## src/rtl/sdram_wr_buffer.sv

```systemverilog
// Byte FIFO feeding the SDRAM write engine: buffers upstream bytes and raises a
// one-cycle wr_trig per full burst, re-arming only after that burst is drained.
module sdram_wr_buffer #(
  parameter int DEPTH     = 16,
  parameter int ADDR_W    = 4,
  parameter int BURST_LEN = 4
) (
  input  logic              sclk,
  input  logic              s_rst,
  input  logic [7:0]        din,
  input  logic              din_vld,
  output logic              din_rdy,
  input  logic              wfifo_rd_en,
  output logic [7:0]        wfifo_rd_data,
  output logic              wr_trig,
  output logic [ADDR_W:0]   fifo_cnt,
  output logic              ovf,
  output logic              udf
);

  localparam logic [ADDR_W:0] DEPTH_C = (ADDR_W + 1)'(DEPTH);
  localparam logic [ADDR_W:0] BURST_C = (ADDR_W + 1)'(BURST_LEN);

  typedef enum logic [2:0] {
    ST_IDLE = 3'b001,
    ST_TRIG = 3'b010,
    ST_WAIT = 3'b100
  } state_t;

  logic [7:0]        mem [DEPTH];
  logic [ADDR_W-1:0] wr_ptr_reg;
  logic [ADDR_W-1:0] rd_ptr_reg;
  logic [ADDR_W:0]   cnt_reg;
  logic [ADDR_W:0]   cnt_next;
  logic [ADDR_W:0]   pop_cnt_reg;
  logic [ADDR_W:0]   pop_cnt_next;
  logic [7:0]        rd_data_reg;
  logic              ovf_reg;
  logic              udf_reg;
  state_t            state_reg;
  state_t            state_next;

  logic full;
  logic empty;
  logic push;
  logic pop;

  assign full  = (cnt_reg == DEPTH_C);
  assign empty = (cnt_reg == '0);
  assign push  = din_vld & ~full;
  assign pop   = wfifo_rd_en & ~empty;

  // Storage array kept free of reset so it maps onto block RAM.
  always_ff @(posedge sclk) begin
    if (push) begin
      mem[wr_ptr_reg] <= din;
    end
  end

  always_comb begin
    cnt_next = cnt_reg;
    case ({push, pop})
      2'b10:   cnt_next = cnt_reg + (ADDR_W + 1)'(1);
      2'b01:   cnt_next = cnt_reg - (ADDR_W + 1)'(1);
      default: cnt_next = cnt_reg;
    endcase
  end

  always_comb begin
    state_next   = state_reg;
    pop_cnt_next = pop_cnt_reg;
    case (state_reg)
      ST_IDLE: begin
        if (cnt_reg >= BURST_C) begin
          state_next = ST_TRIG;
        end
      end
      ST_TRIG: begin
        pop_cnt_next = '0;
        state_next   = ST_WAIT;
      end
      ST_WAIT: begin
        if (pop) begin
          pop_cnt_next = pop_cnt_reg + (ADDR_W + 1)'(1);
        end
        // Leaving as the last pop lands gives the tightest trigger spacing.
        if (pop_cnt_next == BURST_C) begin
          state_next = ST_IDLE;
        end
      end
      default: begin
        state_next = ST_IDLE;
      end
    endcase
  end

  always_ff @(posedge sclk) begin
    if (s_rst) begin
      wr_ptr_reg  <= '0;
      rd_ptr_reg  <= '0;
      cnt_reg     <= '0;
      pop_cnt_reg <= '0;
      rd_data_reg <= '0;
      ovf_reg     <= 1'b0;
      udf_reg     <= 1'b0;
      state_reg   <= ST_IDLE;
    end else begin
      if (push) begin
        wr_ptr_reg <= wr_ptr_reg + ADDR_W'(1);
      end
      if (pop) begin
        rd_ptr_reg  <= rd_ptr_reg + ADDR_W'(1);
        rd_data_reg <= mem[rd_ptr_reg];
      end
      if (din_vld & full) begin
        ovf_reg <= 1'b1;
      end
      if (wfifo_rd_en & empty) begin
        udf_reg <= 1'b1;
      end
      cnt_reg     <= cnt_next;
      pop_cnt_reg <= pop_cnt_next;
      state_reg   <= state_next;
    end
  end

  assign din_rdy       = ~full;
  assign fifo_cnt      = cnt_reg;
  assign wfifo_rd_data = rd_data_reg;
  assign wr_trig       = (state_reg == ST_TRIG);
  assign ovf           = ovf_reg;
  assign udf           = udf_reg;

endmodule

```

## config.mk

```make
export PLATFORM = sky130hd
export DESIGN_NAME = sdram_wr_buffer
export DESIGN_NICKNAME = d
export VERILOG_FILES = /design/src/rtl/sdram_wr_buffer.sv
export SDC_FILE = /design/constraint.sdc
export NUM_CORES = 1
export LEC_CHECK = 0
export CAP_MARGIN = 20
export CORE_UTILIZATION = 54
export CTS_CLUSTER_SIZE = 40
export DETAILED_ROUTE_END_ITERATION = 8
export GPL_TIMING_DRIVEN = 0
export PLACE_DENSITY = 0.75
export SETUP_SLACK_MARGIN = 0.02
export SLEW_MARGIN = 40
export SYNTH_ARGS = -nofsm -noshare
export SYNTH_HDL_FRONTEND = slang
export SYNTH_SLANG_ARGS = --single-unit
```

## constraint.sdc

```tcl
create_clock -name sclk -period 2.7 [get_ports sclk]
set_input_delay 0.675 -clock sclk [delete_from_list [all_inputs] [get_ports sclk]]
set_output_delay 0.675 -clock sclk [all_outputs]
set_load 0.005 [all_outputs]
```

After elaboration in Yosys (flattened, before gate mapping)
Memories as Yosys holds them, arrays and structs flattened. A register that Yosys moved wholly into a read port is not among the register bits.
Cells that the tools add are included.
Word-level totals
  memory bits (read-only): 0
  output and inout bits: 17
  bits of input ports: 12
  latch bits: 0
  memories: 1
  memory bits (writable): 128
  word-level logic and storage cells: 42
  bits in registers: 23
Cells by class
  add/subtract/negate cells: 5
  $mul: 0
  eq/ne operators: 9
  muxes and demuxes: 9
  $lt $le $gt $ge: 1
  bitwise operators: 6
  reduce and logical (&&, ||, !) cells: 4
  div/mod/pow operators: 0
  shifts and indexed selects: 0
Memories
  mem: words 16, bits a word 8, read ports 1, clocked after Yosys merged registers in 1, wr ports 1, RTL line 30  | logic [7:0] mem [DEPTH];
Operators with widths (count)
  5-bit one-hot mux with 2 select lines: 2
  5-bit by 1-bit adder with 5-bit output, second input constant: 2
  5-bit two-way mux: 2
  3-bit one-hot mux with 3 select lines: 1
  4-bit by 1-bit adder with 4-bit output, second input constant: 2
  3-bit two-way mux: 2
  5-bit by 3-bit equality test with 1-bit output, second input constant: 1
  5-bit equality test, second input constant: 1
  5-bit by 3-bit greater-or-equal comparator with 1-bit output, second input constant: 1
  5-bit logical NOT: 1
  5-bit by 1-bit subtractor with 5-bit output, second input constant: 1
  1-bit bitwise AND: 4
  2-bit inequality test, second input constant: 2
  2-bit nonzero test: 2
  3-bit by 1-bit equality test with 1-bit output, second input constant: 1
  3-bit by 2-bit equality test with 1-bit output, second input constant: 1
  3-bit equality test, second input constant: 1
  2-bit by 1-bit equality test with 1-bit output, second input constant: 1
  2-bit equality test, second input constant: 1
  1-bit two-way mux: 2
  1-bit inverter: 2
  2-bit AND reduction: 1

Depth between registers and ports, before layout
Gate-level depths: netlist (run 1).
  depth after elaboration: 8
  depth in mapped cells: 12

Worst setup path after synthesis (run 1)
Ideal clock, no wire load.
  path type: register -> register
  from: reg cnt_reg[2] (netlist: fifo_cnt[2])
  to: reg cnt_reg[4] (netlist: fifo_cnt[4])
  setup time: 121 ps
  data required time: 2579 ps
  cell stages (with the launch flop): 13
  path buffers: 2
  setup slack: -278 ps
  period minus slack after synthesis: 2978 ps
  arrival time: 2858 ps
  cell sequence: dfxtp_1 -> buf_4 -> or3_4 -> o21ai_4 -> inv_6 -> ha_1 -> clkbuf_1 -> xor2_1 -> ha_1 -> a21oi_1 -> or3b_2 -> a31oi_1 -> mux2_2
Between the ends
  longest elaborated chain between the ends: 5
RTL lines
  start, declared: RTL line 33  | logic [ADDR_W:0] cnt_reg;
  start signal, assigned: RTL line 121  | cnt_reg <= cnt_next;
  5-bit logical NOT *: RTL line 49  | assign empty = (cnt_reg == '0);
  1-bit inverter *: RTL line 51  | assign pop = wfifo_rd_en & ~empty;
  1-bit bitwise AND *: RTL line 51
  via pop: RTL line 46  | logic pop;
  2-bit by 1-bit equality test with 1-bit output or 2-bit equality test (tied branches): RTL line 62  | case ({push, pop})
  5-bit one-hot mux with 2 select lines or 2-bit nonzero test (tied branches)
Mark *: on every way through the listed nets, which the timed path passes. The rest lies on a longest branch.
A chain may end at the register's enable or synchronous reset.

Worst setup path in the final report (run 1)
  from: reg cnt_reg[3] (netlist: fifo_cnt[3])
  to: reg cnt_reg[4] (netlist: fifo_cnt[4])
Same word-level chain as after synthesis.

==> results of run 1 <==
## worst paths after layout
check	startpoint	end	slack, ns	cells past startpoint
min reg2reg	pop_cnt_reg[4]	pop_cnt_reg[4]	0.49	2
max	fifo_cnt[3]	fifo_cnt[4]	0.11	10
min	pop_cnt_reg[4]	pop_cnt_reg[4]	0.49	2
max reg2reg	fifo_cnt[3]	fifo_cnt[4]	0.11	10
## worst max-delay path, stage by stage (launching register included)
cell	delay [ns]
dfxtp_4	0.36
or3_4	0.39
o21ai_4	0.22
inv_6	0.05
ha_4	0.17
xor2_1	0.14
ha_2	0.21
a21oi_1	0.07
or3b_4	0.40
a31oi_4	0.16
mux2_4	0.31
## what timing repair did
action	CTS	global route
pin swaps	7	4
setup buffers	10	3
setup endpoints to repair	2	2
resized for setup	13	2
## Yosys cell counts, types with 2 or more instances
master,number,area [um2]
nor3_1,8,40.04
inv_1,8,30.03
xnor2_1,3,26.28
xor2_1,8,70.07
a21oi_1,25,125.1
dfxtp_1,31,620.6
buf_1,2,7.510
nand3_1,4,20.02
nor2b_1,3,18.77
a31oi_1,4,25.02
nand4_1,3,18.77
nand2b_1,6,37.54
and3_1,3,18.77
nand2_1,17,63.81
mux4_2,32,720.7
buf_2,7,35.03
edfxtp_1,128,3844
a22oi_1,17,127.6
nor3b_1,2,15.01
and2_1,2,12.51
mux2i_1,5,50.05
clkbuf_1,10,37.54
nor2_1,42,157.7
ha_1,8,100.1
or3b_2,3,26.28
## power by group through the flow
stage	sequential, W	clock (W)	combinational [W]
after CTS	0.00296	0.00232	0.00207
after detailed placement	0.00300	0	0.00189
after global routing	0.00298	0.00241	0.00228
after global placement	0.00298	0	0.00185
after floorplan	0.00297	0	0.00132
final	0.00296	0.00229	0.00210
## kinds of logic (layout without fill, tap and decap cells)
logic type | Yosys count | count (layout) | synth area share (%)
xor+xnor | 11 | 11 | 1.491
flops | 159 | 159 | 69.09
mux | 38 | 38 | 12.10
compound gates | 58 | 58 | 6.274
simple gates | 98 | 98 | 7.533
fa+ha+maj | 8 | 8 | 1.549
buf+inv | 29 | 98 | 1.956
## layout make-up
| cell class | instances | area share, % |
|---|---|---|
| clock inverter | 13 | 1.829 |
| timing repair buffer | 41 | 4.899 |
| multi-input combinational | 213 | 25.38 |
| inverter | 9 | 0.5062 |
| buffer | 18 | 1.078 |
| clock buffer | 17 | 5.552 |
| tap | 143 | 2.335 |
| sequential | 159 | 58.43 |
## layer usage
| layer | global-route usage [%] | vias up |
|---|---|---|
| li1 | - | 1675 |
| met1 | 30.00 | 1829 |
| met2 | 37.63 | 157 |
| met3 | 5.661 | 29 |
| met4 | 11.26 | 0 |
| met5 | 0 | - |
## metrics by stage
| step | setup slack, ns | area, um2 |
|---|---|---|
| after floorplan | -0.2236 | 6494 |
| after global placement | -0.8677 | 6953 |
| after detailed placement | -0.9012 | 6973 |
| after CTS | 0.07612 | 7630 |
| after global routing | 0.03881 | 7662 |
| final | 0.1127 | 7662 |
## layout by cell type (no fill, tap or decap), types with 7 or more instances in the layout
cell,n
edfxtp_1,128
nor2_1,39
mux4_2,32
dfxtp_1,27
clkdlybuf4s50_1,26
a21oi_1,25
nand2_1,17
a22oi_1,17
clkbuf_16,17
buf_4,13
clkbuf_1,9
xor2_1,8
inv_1,7
==> summary.md, run 1 <==
| Metric | Value |
|---|---|
| Status | `complete, but fails checks` |
| Failing checks | `DRC` |
| Max layer used | `met4` |
| Number of global-route vias before repair | `3714` |
| Sequential Power Share | `40.3%` |
| Clk pwr share | `31.1%` |
| Total power | `0.007356 W` |
| Critical path fanouts, max | `4` |
| Tcrit/Tclk final | `95.82%` |
| Power Internal | `0.005240 W` |
| Yosys warns | `0` |
| Worst Setup End Kind | `flip-flop` |
| Setup TNS | `0 ns` |
| Combinational Power Share | `28.6%` |
| Register area share after synthesis | `69.09%` |
| Row cnt | `39` |
| Met3 WL post-DR | `853 um` |
| Vias | `3690` |
| Routed vias/inst | `6.020` |
| Seq cells post-synth | `159` |
| Die Wd | `111.4 um` |
| Layout cells sized above 1 | `23.19%` |
| Total grt overflow | `0` |
| Clock root cell | `clkbuf_16` |
| Die height | `111.4 um` |
| Count of flip-flops with a built-in enable after synthesis | `128` |
| Synthesis-to-finish area growth | `18.59%` |
| Initial antenna violation count | `0` |
| Required @ worst endpoint | `3.01 ns` |
| Die area | `12410 um2` |
| Mapped Area | `6461 um2` |
| # clock sinks | `159` |
| Endpoints failing hold | `0` |
| Hold WC Path Type | `reg2reg` |
| Drt pass-1 iters | `7` |
| Avg WL per Cell | `21.48 um` |
| Max Fclk | `386.5 MHz` |
| Sw Pwr | `0.002116 W` |
| IO buf count | `28` |
| Ys async rst share | `0%` |
| DRT iter0 DRCs | `372` |
| CTS clk-pin slew, worst paths | `0.06 ns` |
| CTS buffer count | `17` |
| # DRC | `10` |
| Final hold slack | `0.4870 ns` |
| Diodes inserted | `0` |
| Sw frac | `28.76%` |
| Max Slew Vio Count | `0` |
| Fillers | `800` |
| Critical Path Source Type | `flip-flop` |
| H-tree levels | `4` |
| Arr. time, crit path | `2.90 ns` |
| Peak VDD IR | `0.0005951 V` |
| Post-Place Cells | `572` |
| Clock Skew | `0.01168 ns` |
| Final ANT Viol Nets | `0` |
| Main synth FF type | `edfxtp_1` |
| Pwr/cell area | `960.0 nW/um2` |
| Routed wl met2 | `6.592 mm` |
| FF/Latch Area | `4477 um2` |
| Nets@finish | `479` |
| CTS tree | `built` |
| GRT Overall Usage | `23.32%` |
| Endpoints failing setup | `0` |
| Initial Util | `56.11%` |
| Synthesized netlist net count | `421` |
| Multi-input logic area | `1944 um2` |
| Final Wtd Congestion | `0.7963` |
| Post-synthesis cell type count | `45` |
| Cts hold-fix bufs | `0` |
| Synth Instances | `401` |
| Crit Path Class | `reg2reg` |
| Maxcap violations | `0` |
| Max_slew headroom | `47.68%` |
| Bufs on Longest Clock Path | `2` |
| Worst-margin pin slew | `0.7819 ns` |
| Core area | `11520 um2` |
| Met1 Routed Length | `5.318 mm` |
| Syn_area_per_cell | `16.11 um2` |
| Leak pwr | `2.563 nW` |
| Clk_lat worst skew | `0.43 ns` |
| Global-route wire length before repair | `20.65 mm` |
| Post-layout util | `66.54%` |
| Post-route minimum period | `2.587 ns` |
| Top reg by flops | `mem` |
| Final Non-Filler Cells | `613` |
| RSZ-0062 raised after global routing | `false` |
| Routed wire length | `13.17 mm` |
| Max FFs per register | `128` |
| Largest net degree at the start of global routing | `17` |
| I/O pin count | `29` |
| DP HPWL | `8.354 mm` |
Note: power is estimated with default switching activity, not from simulation.
==> run 2, diff against run 1 <==
--- a/config.mk
+++ b/config.mk
@@ -9,6 +9,7 @@
 export CORE_UTILIZATION = 54
 export CTS_CLUSTER_SIZE = 40
 export DETAILED_ROUTE_END_ITERATION = 8
+export GPL_ROUTABILITY_DRIVEN = 0
 export GPL_TIMING_DRIVEN = 0
 export PLACE_DENSITY = 0.75
 export SETUP_SLACK_MARGIN = 0.02
==> results of run 2 <==
Same layout as run 1: the final DEF is identical, and so are final timing and power.
